`src/rtl/stopwatch_pkg.sv`:
```
// Shared definitions for the stopwatch control slice: FSM state encodings,
// packing of the eight BCD digits in a 32-bit word, and blink timing defaults.
package stopwatch_pkg;

    typedef enum logic [1:0] {
        S_IDLE    = 2'b00,
        S_RUNNING = 2'b01,
        S_SPLIT   = 2'b10,
        S_STOP    = 2'b11
    } sw_state_t;

    localparam int DIGIT_W    = 4;
    localparam int NUM_DIGITS = 8;
    localparam int DIGITS_W   = DIGIT_W * NUM_DIGITS;

    // Digits are packed MSB-first: hours in the top byte, centiseconds at the bottom.
    localparam int HR_1_LSB   = 28;
    localparam int HR_0_LSB   = 24;
    localparam int MIN_1_LSB  = 20;
    localparam int MIN_0_LSB  = 16;
    localparam int SEC_1_LSB  = 12;
    localparam int SEC_0_LSB  = 8;
    localparam int CENT_1_LSB = 4;
    localparam int CENT_0_LSB = 0;

    localparam int BLINK_TICKS_DEFAULT = 500;
    localparam int BLINK_CNT_W_DEFAULT = 9;

endpackage

```
`src/rtl/stopwatch_if.sv`:
```
// Bundle of pulse inputs, counter handshake and display outputs around the
// stopwatch control FSM.
interface stopwatch_if;
    import stopwatch_pkg::*;

    logic                start_ed;
    logic                stop_ed;
    logic                split_ed;
    logic                tick_ms;
    logic [DIGITS_W-1:0] cnt_digits;
    logic                cnt_tick;
    logic                cnt_clr;
    logic [DIGITS_W-1:0] disp_digits;
    logic                disp_blank;
    logic [1:0]          state;

    modport master (
        output start_ed, stop_ed, split_ed, tick_ms, cnt_digits,
        input  cnt_tick, cnt_clr, disp_digits, disp_blank, state
    );

    modport slave (
        input  start_ed, stop_ed, split_ed, tick_ms, cnt_digits,
        output cnt_tick, cnt_clr, disp_digits, disp_blank, state
    );

endinterface

```
`src/rtl/stopwatch_blink.sv`:
```
// Display blink timer: counts ms ticks while enabled and toggles the blank
// flag every BLINK_TICKS ticks; fully cleared whenever disabled.
module blink_timer #(
    parameter int BLINK_TICKS = 500,
    parameter int CNT_W       = 9
) (
    input  logic clk,
    input  logic rst,
    input  logic en,
    input  logic tick,
    output logic blank
);

    localparam logic [CNT_W-1:0] LAST = CNT_W'(BLINK_TICKS - 1);

    logic [CNT_W-1:0] count;
    logic             blank_q;

    // Holding the counter at zero while disabled gives a fresh phase on every entry.
    always_ff @(posedge clk) begin
        if (!rst || !en) begin
            count   <= '0;
            blank_q <= 1'b0;
        end else if (tick) begin
            if (count == LAST) begin
                count   <= '0;
                blank_q <= ~blank_q;
            end else begin
                count <= count + CNT_W'(1);
            end
        end
    end

    // Masking with en keeps a toggle taken on the exit edge from leaking out.
    assign blank = blank_q & en;

endmodule

```
`src/rtl/stopwatch_ctrl.sv`:
```
// Stopwatch sequencing FSM: gates and clears the BCD counters, owns the split
// snapshot / display register and drives the blink timer while stopped.
module stopwatch_ctrl
    import stopwatch_pkg::*;
#(
    parameter int BLINK_TICKS = BLINK_TICKS_DEFAULT,
    parameter int CNT_W       = BLINK_CNT_W_DEFAULT
) (
    input  logic       clk,
    input  logic       rst,
    stopwatch_if.slave bus
);

    sw_state_t           state_q;
    sw_state_t           state_d;
    logic [DIGITS_W-1:0] disp_q;
    logic                blank;

    always_ff @(posedge clk) begin
        if (!rst) begin
            state_q <= S_IDLE;
        end else begin
            state_q <= state_d;
        end
    end

    // Pulse priority is stop > split > start; lower-priority pulses are dropped.
    always_comb begin
        state_d = state_q;
        unique case (state_q)
            S_IDLE: begin
                if (!bus.stop_ed && !bus.split_ed && bus.start_ed) begin
                    state_d = S_RUNNING;
                end
            end
            S_RUNNING: begin
                if (bus.stop_ed) begin
                    state_d = S_STOP;
                end else if (bus.split_ed) begin
                    state_d = S_SPLIT;
                end
            end
            S_SPLIT: begin
                if (bus.stop_ed) begin
                    state_d = S_STOP;
                end else if (bus.split_ed) begin
                    state_d = S_RUNNING;
                end
            end
            S_STOP: begin
                if (bus.stop_ed) begin
                    state_d = S_IDLE;
                end else if (!bus.split_ed && bus.start_ed) begin
                    state_d = S_RUNNING;
                end
            end
            default: state_d = S_IDLE;
        endcase
    end

    // The load on the RUNNING->SPLIT edge is the snapshot; SPLIT then freezes it.
    always_ff @(posedge clk) begin
        if (!rst) begin
            disp_q <= '0;
        end else if (state_q != S_SPLIT) begin
            disp_q <= bus.cnt_digits;
        end
    end

    blink_timer #(
        .BLINK_TICKS (BLINK_TICKS),
        .CNT_W       (CNT_W)
    ) u_blink (
        .clk   (clk),
        .rst   (rst),
        .en    (state_q == S_STOP),
        .tick  (bus.tick_ms),
        .blank (blank)
    );

    assign bus.cnt_tick    = bus.tick_ms && ((state_q == S_RUNNING) || (state_q == S_SPLIT));
    assign bus.cnt_clr     = (state_q == S_IDLE);
    assign bus.disp_digits = disp_q;
    assign bus.disp_blank  = blank;
    assign bus.state       = state_q;

endmodule

```
`src/flat_wrapper.sv`:
```
// flat-port wrapper written by rule: the top's interface ports become plain ports
module stopwatch_ctrl_flat import stopwatch_pkg::*;
#(
    parameter int BLINK_TICKS = BLINK_TICKS_DEFAULT,
    parameter int CNT_W       = BLINK_CNT_W_DEFAULT
)
  (clk, rst, bus_start_ed, bus_stop_ed, bus_split_ed, bus_tick_ms, bus_cnt_digits, bus_cnt_tick, bus_cnt_clr, bus_disp_digits, bus_disp_blank, bus_state);
  stopwatch_if bus_i ();
  input  logic clk;
  input  logic rst;
  input wire logic [$bits(bus_i.start_ed)-1:0] bus_start_ed;
  input wire logic [$bits(bus_i.stop_ed)-1:0] bus_stop_ed;
  input wire logic [$bits(bus_i.split_ed)-1:0] bus_split_ed;
  input wire logic [$bits(bus_i.tick_ms)-1:0] bus_tick_ms;
  input wire logic [$bits(bus_i.cnt_digits)-1:0] bus_cnt_digits;
  output wire logic [$bits(bus_i.cnt_tick)-1:0] bus_cnt_tick;
  output wire logic [$bits(bus_i.cnt_clr)-1:0] bus_cnt_clr;
  output wire logic [$bits(bus_i.disp_digits)-1:0] bus_disp_digits;
  output wire logic [$bits(bus_i.disp_blank)-1:0] bus_disp_blank;
  output wire logic [$bits(bus_i.state)-1:0] bus_state;
  assign bus_i.start_ed = bus_start_ed;
  assign bus_i.stop_ed = bus_stop_ed;
  assign bus_i.split_ed = bus_split_ed;
  assign bus_i.tick_ms = bus_tick_ms;
  assign bus_i.cnt_digits = bus_cnt_digits;
  assign bus_cnt_tick = bus_i.cnt_tick;
  assign bus_cnt_clr = bus_i.cnt_clr;
  assign bus_disp_digits = bus_i.disp_digits;
  assign bus_disp_blank = bus_i.disp_blank;
  assign bus_state = bus_i.state;
  stopwatch_ctrl #(.BLINK_TICKS(BLINK_TICKS), .CNT_W(CNT_W)) u_core (.clk(clk), .rst(rst), .bus(bus_i));
endmodule
```
`config.mk`:
```
export PLATFORM = sky130hd
export DESIGN_NAME = stopwatch_ctrl_flat
export DESIGN_NICKNAME = d
export VERILOG_FILES = /design/src/rtl/stopwatch_pkg.sv /design/src/rtl/stopwatch_if.sv /design/src/rtl/stopwatch_blink.sv /design/src/rtl/stopwatch_ctrl.sv /design/src/flat_wrapper.sv
export SDC_FILE = /design/constraint.sdc
export NUM_CORES = 1
export LEC_CHECK = 0
export BUFFER_PORTS_ARGS = -buffer_cell sky130_fd_sc_hd__buf_2
export CAP_MARGIN = 25
export CORE_MARGIN = 1
export CORE_UTILIZATION = 30
export CTS_BUF_LIST = sky130_fd_sc_hd__clkbuf_4 sky130_fd_sc_hd__clkbuf_8
export DETAILED_ROUTE_END_ITERATION = 7
export PLACE_DENSITY = 0.66
export REMOVE_ABC_BUFFERS = 1
export SLEW_MARGIN = 15
export SYNTH_ARGS = -nofsm -noshare
export SYNTH_HDL_FRONTEND = slang
export SYNTH_SLANG_ARGS = --single-unit
```
`constraint.sdc`:
```
create_clock -name clk -period 2.6 [get_ports clk]
set_clock_uncertainty 0.15 [all_clocks]
set_input_delay 0.39 -clock clk [delete_from_list [all_inputs] [get_ports clk]]
set_output_delay 0.39 -clock clk [all_outputs]
set_load 0.01 [all_outputs]
```
==> impl_metrics.tcl, run 1 <==
set metrics [dict create \
    synth_top_area_share_pct 49.5 \
    drive_gt1_share_pct 34.4 \
    ys_types 33 \
    dr.pass1.iters 4 \
    die_area_sq_um 6240 \
    synthAdderAreaFrac_pct 3.52 \
    cts_buffers 5 \
    synth_commonest_cells "44 x dfxtp_1, 44 x nor2_1, 33 x mux2i_1" \
    placed_cells 323 \
    status "complete, no violations" \
    yosys.area_share.xor_xnor_pct 2.46 \
    setup_violations 0 \
    gp_congestion 0.736 \
    ys.flop_type "dfxtp_1" \
    slew_headroom_pct 68.2 \
    grt_setup_unrepaired "no" \
    antenna_cells 0 \
    grtUsageTotal_pct 11.7 \
    fp-row-count 27 \
    drtIter0Drc 31 \
    root_buffer "clkbuf_8" \
    vias_per_cell 4.53 \
    drc 0 \
    synth_top_area_cell "dfxtp_1" \
    cp.required_ns 2.64 \
    holdWs_ns 0.176 \
    fillerInstances 578 \
    fin_cells 331 \
    synth_seq_area_share_pct 49.5 \
    drv_slew 0 \
    cp-end-kind "register" \
    critPathMaxFanout 17 \
    synth_edf_count 0 \
    drt-met1-wl_mm 1.73 \
    routed_wl_mm 3.65 \
    hold_buffers 0 \
    top_layer_used "met4" \
    cts_tree "done" \
    path_cells "inv_1, ha_2, nor4b_1, a22oi_1, o311ai_0" \
    period_minus_slack_ns 2.05 \
    htreeDepth 2 \
    slowest_delay_ns 0.45 \
    yosysWarnings 0 \
    power.density_nw_per_um2 799 \
    die_h_um 79.0 \
    drtAntennaViolNets 0 \
    cts_setup_buffers 0 \
    wl_per_cell_um 11.0 \
    async_reset_ff_share_pct 0 \
    postSynthCellCount 182 \
    syn_area_sq_um 1780 \
    hpwl_mm 2.66 \
    clock-sinks 44 \
    tightest_slew_ns 0.476 \
    synth_top_family_by_area "multiplexers" \
    setup_tns_ns 0 \
    critPathTopFamily "compound AO/OA/AOI/OAI gates" \
    dr_wl_met2_mm 1.62 \
    synth_area_leaders "dfxtp_1 50%, mux2i_1 19%, nor2_1 9.3%, ha_1 3.5%, xor2_1 1.5%" \
    routed-wl-met3_um 253 \
    grt_antenna_before_repair 0 \
    cp_num_buf_inv 1 \
    arrival_ns 2.09 \
    numPortBuffers 74 \
    dr_total_vias 1498 \
    ios 75 \
    core_area_sq_um 5610 \
    start_util_pct 31.7 \
    drv_cap 0 \
    fin_crit_sh_pct 79.0 \
    grt_pass1_vias 1315 \
    grt_first_pass_wirelength_mm 5.80 \
    holdCritPathClass "in -> reg" \
    die_w_um 79.0 \
    final_hold_viol_count 0 \
    area_growth_pct 30.4 \
    p_leak_uw 0.00101 \
    path_clk_slew_ns 0.08 \
    peakVddDrop_uv 297 \
    ys_ff_latch 44 \
    clk_latency_ns 0.29 \
    fmax_ghz 0.487 \
    worstSetupStartpointType "register" \
    synth_compound_gate_area_share_pct 6.05 \
    grt_max_degree 23 \
    clockBufferDepth 2 \
    path_class "reg -> reg" \
    nNetsFinal 301 \
    synthMuxAreaShare_pct 18.6 \
    post_cts_resized 0 \
    critPathSlowestCell "nor4b_1" \
    synth.avg_cell_area_sq_um 9.77 \
    synth-simple-area-share_pct 17.1 \
    fin_util_pct 41.3 \
    grt_overflow 0 \
]
==> cells in the final DEF (no fill, tap or decap), types with 2 or more instances in the layout <==
cell type and count:
mux2i_1 33, ha_1 4, nand3_1 2, inv_1 5, buf_4 2, nor2_1 44
nand4_1 3, xor2_1 3, nand2_1 6, xnor2_1 2, clkbuf_8 6, o21ai_0 3
a31oi_1 2, o21bai_1 2, clkinv_2 2, buf_2 74, dfxtp_1 44, nor3_1 2
a211oi_1 2, a21oi_1 3
==> flip-flops by register name, summed over array words and instances (netlist names) <==
register / flops
u_core.bus.state: 2
u_core.u_blink.count: 9
u_core.bus.disp_digits: 32
u_core.u_blink.blank_q: 1
==> final timing paths <==
path | endpoint | depth (start not counted) | slack (ns) | start
max reg2reg | u_core.bus.state[1] | 5 | 0.55 | u_core.bus.state[0]
max | u_core.bus.state[1] | 5 | 0.55 | u_core.bus.state[0]
min | u_core.bus.disp_digits[14] | 3 | 0.18 | bus_cnt_digits[14]
min reg2reg | u_core.u_blink.count[8] | 2 | 0.33 | u_core.u_blink.count[8]
==> worst reg2reg max path, cell delays in order, from the launching register on <==
cell	delay (ns)
dfxtp_1	0.43
inv_1	0.09
ha_2	0.35
nor4b_1	0.45
a22oi_1	0.16
o311ai_0	0.32
==> power by group <==
part           total, uW  switching (uW)  internal, uW
logic                603             319           284
clock network        433             221           212
registers            818            55.2           762
==> cells by family (layout without fill, tap and decap cells) <==
kind of cell             count (synthesis)  in the layout
AND/OR/NAND/NOR                         67             67
AO/OA/AOI/OAI                           16             16
buffers and inverters                   12             89
adder cells (fa/ha/maj)                  5              5
XOR/XNOR                                 5              5
flip-flops                              44             44
multiplexers                            33             33
==> per-stage QoR <==
step / area [sq um] / setup slack [ns] / total power [uW]
after detailed placement: 2230 / 0.541 / 1450
final: 2320 / 0.545 / 1850
after floorplan: 1750 / -0.0653 / 1250
after global placement: 2230 / 0.486 / 1430
after CTS: 2320 / 0.523 / 1890
after global routing: 2320 / 0.345 / 1980
==> cell type report <==
type	count	area [sq um]	area share, %
clock buffers	6	82.6	3.56
repair buffers	76	385	16.6
well taps	72	90.1	3.89
multi-input cells	126	851	36.7
flip-flops and latches	44	881	38.0
inverters	5	18.8	0.809
clock inverters	2	10.0	0.432
==> routing by layer <==
metal | up-vias | global-route usage (%)
met2 | 47 | 19.6
met4 | 0 | 3.82
met1 | 672 | 14.2
met5 | - | 0
li1 | 773 | -
met3 | 6 | 3.56
No activity file was read; power rests on OpenSTA's default activity.
==> run 2: changes to the inputs <==
--- a/config.mk
+++ b/config.mk
@@ -11,7 +11,7 @@
 export CORE_UTILIZATION = 30
 export CTS_BUF_LIST = sky130_fd_sc_hd__clkbuf_4 sky130_fd_sc_hd__clkbuf_8
 export DETAILED_ROUTE_END_ITERATION = 7
-export PLACE_DENSITY = 0.66
+export PLACE_DENSITY = 0.68
 export REMOVE_ABC_BUFFERS = 1
 export SLEW_MARGIN = 15
 export SYNTH_ARGS = -nofsm -noshare
==> constraint.sdc (replaced) <==
create_clock -name clk -period 1.85 [get_ports clk]
set_clock_uncertainty 0.15 [all_clocks]
set_input_delay 0.2775 -clock clk [delete_from_list [all_inputs] [get_ports clk]]
set_output_delay 0.2775 -clock clk [all_outputs]
set_load 0.01 [all_outputs]
==> impl_metrics.tcl, run 2 (same netlist as run 1, synthesis figures left out) <==
set metrics [dict create \
    grt_setup_unrepaired "no" \
    die_w_um 79.0 \
    final_area_sq_um 2380 \
    cts_tree "done" \
    status "complete, no violations" \
    critPathSlowestCell "dfxtp_2" \
    fin_cells 334 \
    crit_end "u_core.bus.state[1]" \
    grtUsageTotal_pct 12.5 \
    gp_congestion 0.787 \
    wl_per_cell_um 11.3 \
    peakVddDrop_uv 484 \
    arrival_ns 1.79 \
    numPortBuffers 74 \
    clockBufferDepth 2 \
    cp-startpoint "u_core.bus.state[0]" \
    place_area_sq_um 2260 \
    htreeDepth 2 \
    fin_crit_sh_pct 96.6 \
    largest_reg_flops 32 \
    grt_pass1_vias 1404 \
    period_minus_slack_ns 1.79 \
    cts_setup_buffers 0 \
    placed_cells 326 \
    p_leak_uw 0.00103 \
    ios 75 \
    drv_cap 0 \
    core_area_sq_um 5610 \
    grt_overflow 0 \
    hold_buffers 0 \
    holdCritPathClass "in -> reg" \
    routed_wl_mm 3.76 \
    area_growth_pct 33.9 \
    worst-r2r-setup-slack_ns 0.06 \
    die_area_sq_um 6240 \
    critPathTopFamily "compound AO/OA/AOI/OAI gates" \
    final_common_cell "buf_2" \
    worst-path-stages 6 \
    cts_buffers 5 \
    tightest_slew_ns 0.347 \
    antenna_cells 0 \
    cp-end-kind "register" \
    grt_first_pass_wirelength_mm 6.15 \
    rr_startpoint "u_core.bus.state[0]" \
    drtIter0Drc 48 \
    die_h_um 79.0 \
    path_clk_slew_ns 0.08 \
    grt_antenna_before_repair 0 \
    vias_per_cell 4.65 \
    clock-sinks 44 \
    reg2reg_depth 6 \
    dr_total_vias 1553 \
    final_hold_viol_count 0 \
    drc 0 \
    cp.required_ns 1.85 \
    path_cells "inv_1, ha_2, buf_12, o311a_1, o21ai_0, o311ai_0" \
    grt_max_degree 33 \
    cp_num_buf_inv 2 \
    critPathMaxFanout 6 \
    fmax_ghz 0.560 \
    layout_common_cells "74 x buf_2, 44 x nor2_1, 41 x dfxtp_1" \
    total_power_uw 2710 \
    fp-row-count 27 \
    slew_headroom_pct 76.9 \
    drive_gt1_share_pct 37.0 \
    drtAntennaViolNets 0 \
    slowest_delay_ns 0.38 \
    drv_slew 0 \
    dr.pass1.iters 4 \
    power.density_nw_per_um2 1140 \
    setup_tns_ns 0 \
    r2r_end "u_core.bus.state[1]" \
    clk_latency_ns 0.28 \
    holdWs_ns 0.0710 \
    root_buffer "clkbuf_8" \
    setup_violations 0 \
    worstSetupStartpointType "register" \
    hpwl_mm 2.81 \
    start_util_pct 31.7 \
    path_class "reg -> reg" \
    nNetsFinal 304 \
]
## run 2: layout make-up
class                      instances  area, sq um
sequential                        44          885
multi-input combinational        126          870
inverter                           5         18.8
tap                               72         90.1
fill                             575         3230
clock buffer                       8         97.6
timing repair buffer              79          420
## run 2: worst min path at each step
stage,cells past startpoint,to,slack [ns],start
3_3_place_gp,2,u_core.bus.disp_digits[4],0.32,u_core.bus.disp_digits[4]
5_1_grt,3,u_core.bus.disp_digits[0],0.07,bus_cnt_digits[0]
2_1_floorplan,2,u_core.bus.disp_digits[0],0.27,bus_cnt_digits[0]
4_1_cts,3,u_core.bus.disp_digits[6],0.06,bus_cnt_digits[6]
3_5_place_dp,2,u_core.u_blink.blank_q,0.33,u_core.u_blink.blank_q
6_report,3,u_core.bus.disp_digits[6],0.07,bus_cnt_digits[6]
## run 2: per-layer routing
metal,global-route usage [%],wire length [um]
met1,14.3,1720
met2,21.7,1750
met3,3.68,270
met4,4.55,24
met5,0,0
## run 2: where the power goes
group	total, uW	internal, uW	switching (uW)
combinational	941	451	490
sequential	1140	1070	67.7
clock	623	334	290
total	2710	1860	848
## run 2: stage by stage
stage               util (%)  worst slack [ns]
floorplan                  -            -0.815
global placement        40.3            0.0755
detailed placement      40.3           -0.0512
CTS                     42.2            0.0306
global route            42.5           0.00677
finish                  42.5            0.0636
## run 2: worst min-delay path, stage by stage
cell and delay [ns]:
buf_2 0.07, mux2i_1 0.05, nor2_1 0.07
## run 2: repair_timing
item                                    in CTS  in global routing
gates resized for setup                      2                  4
endpoints found under the hold margin        0                  0
endpoints found under the setup margin       2                  5
gates cloned                                 0                  0
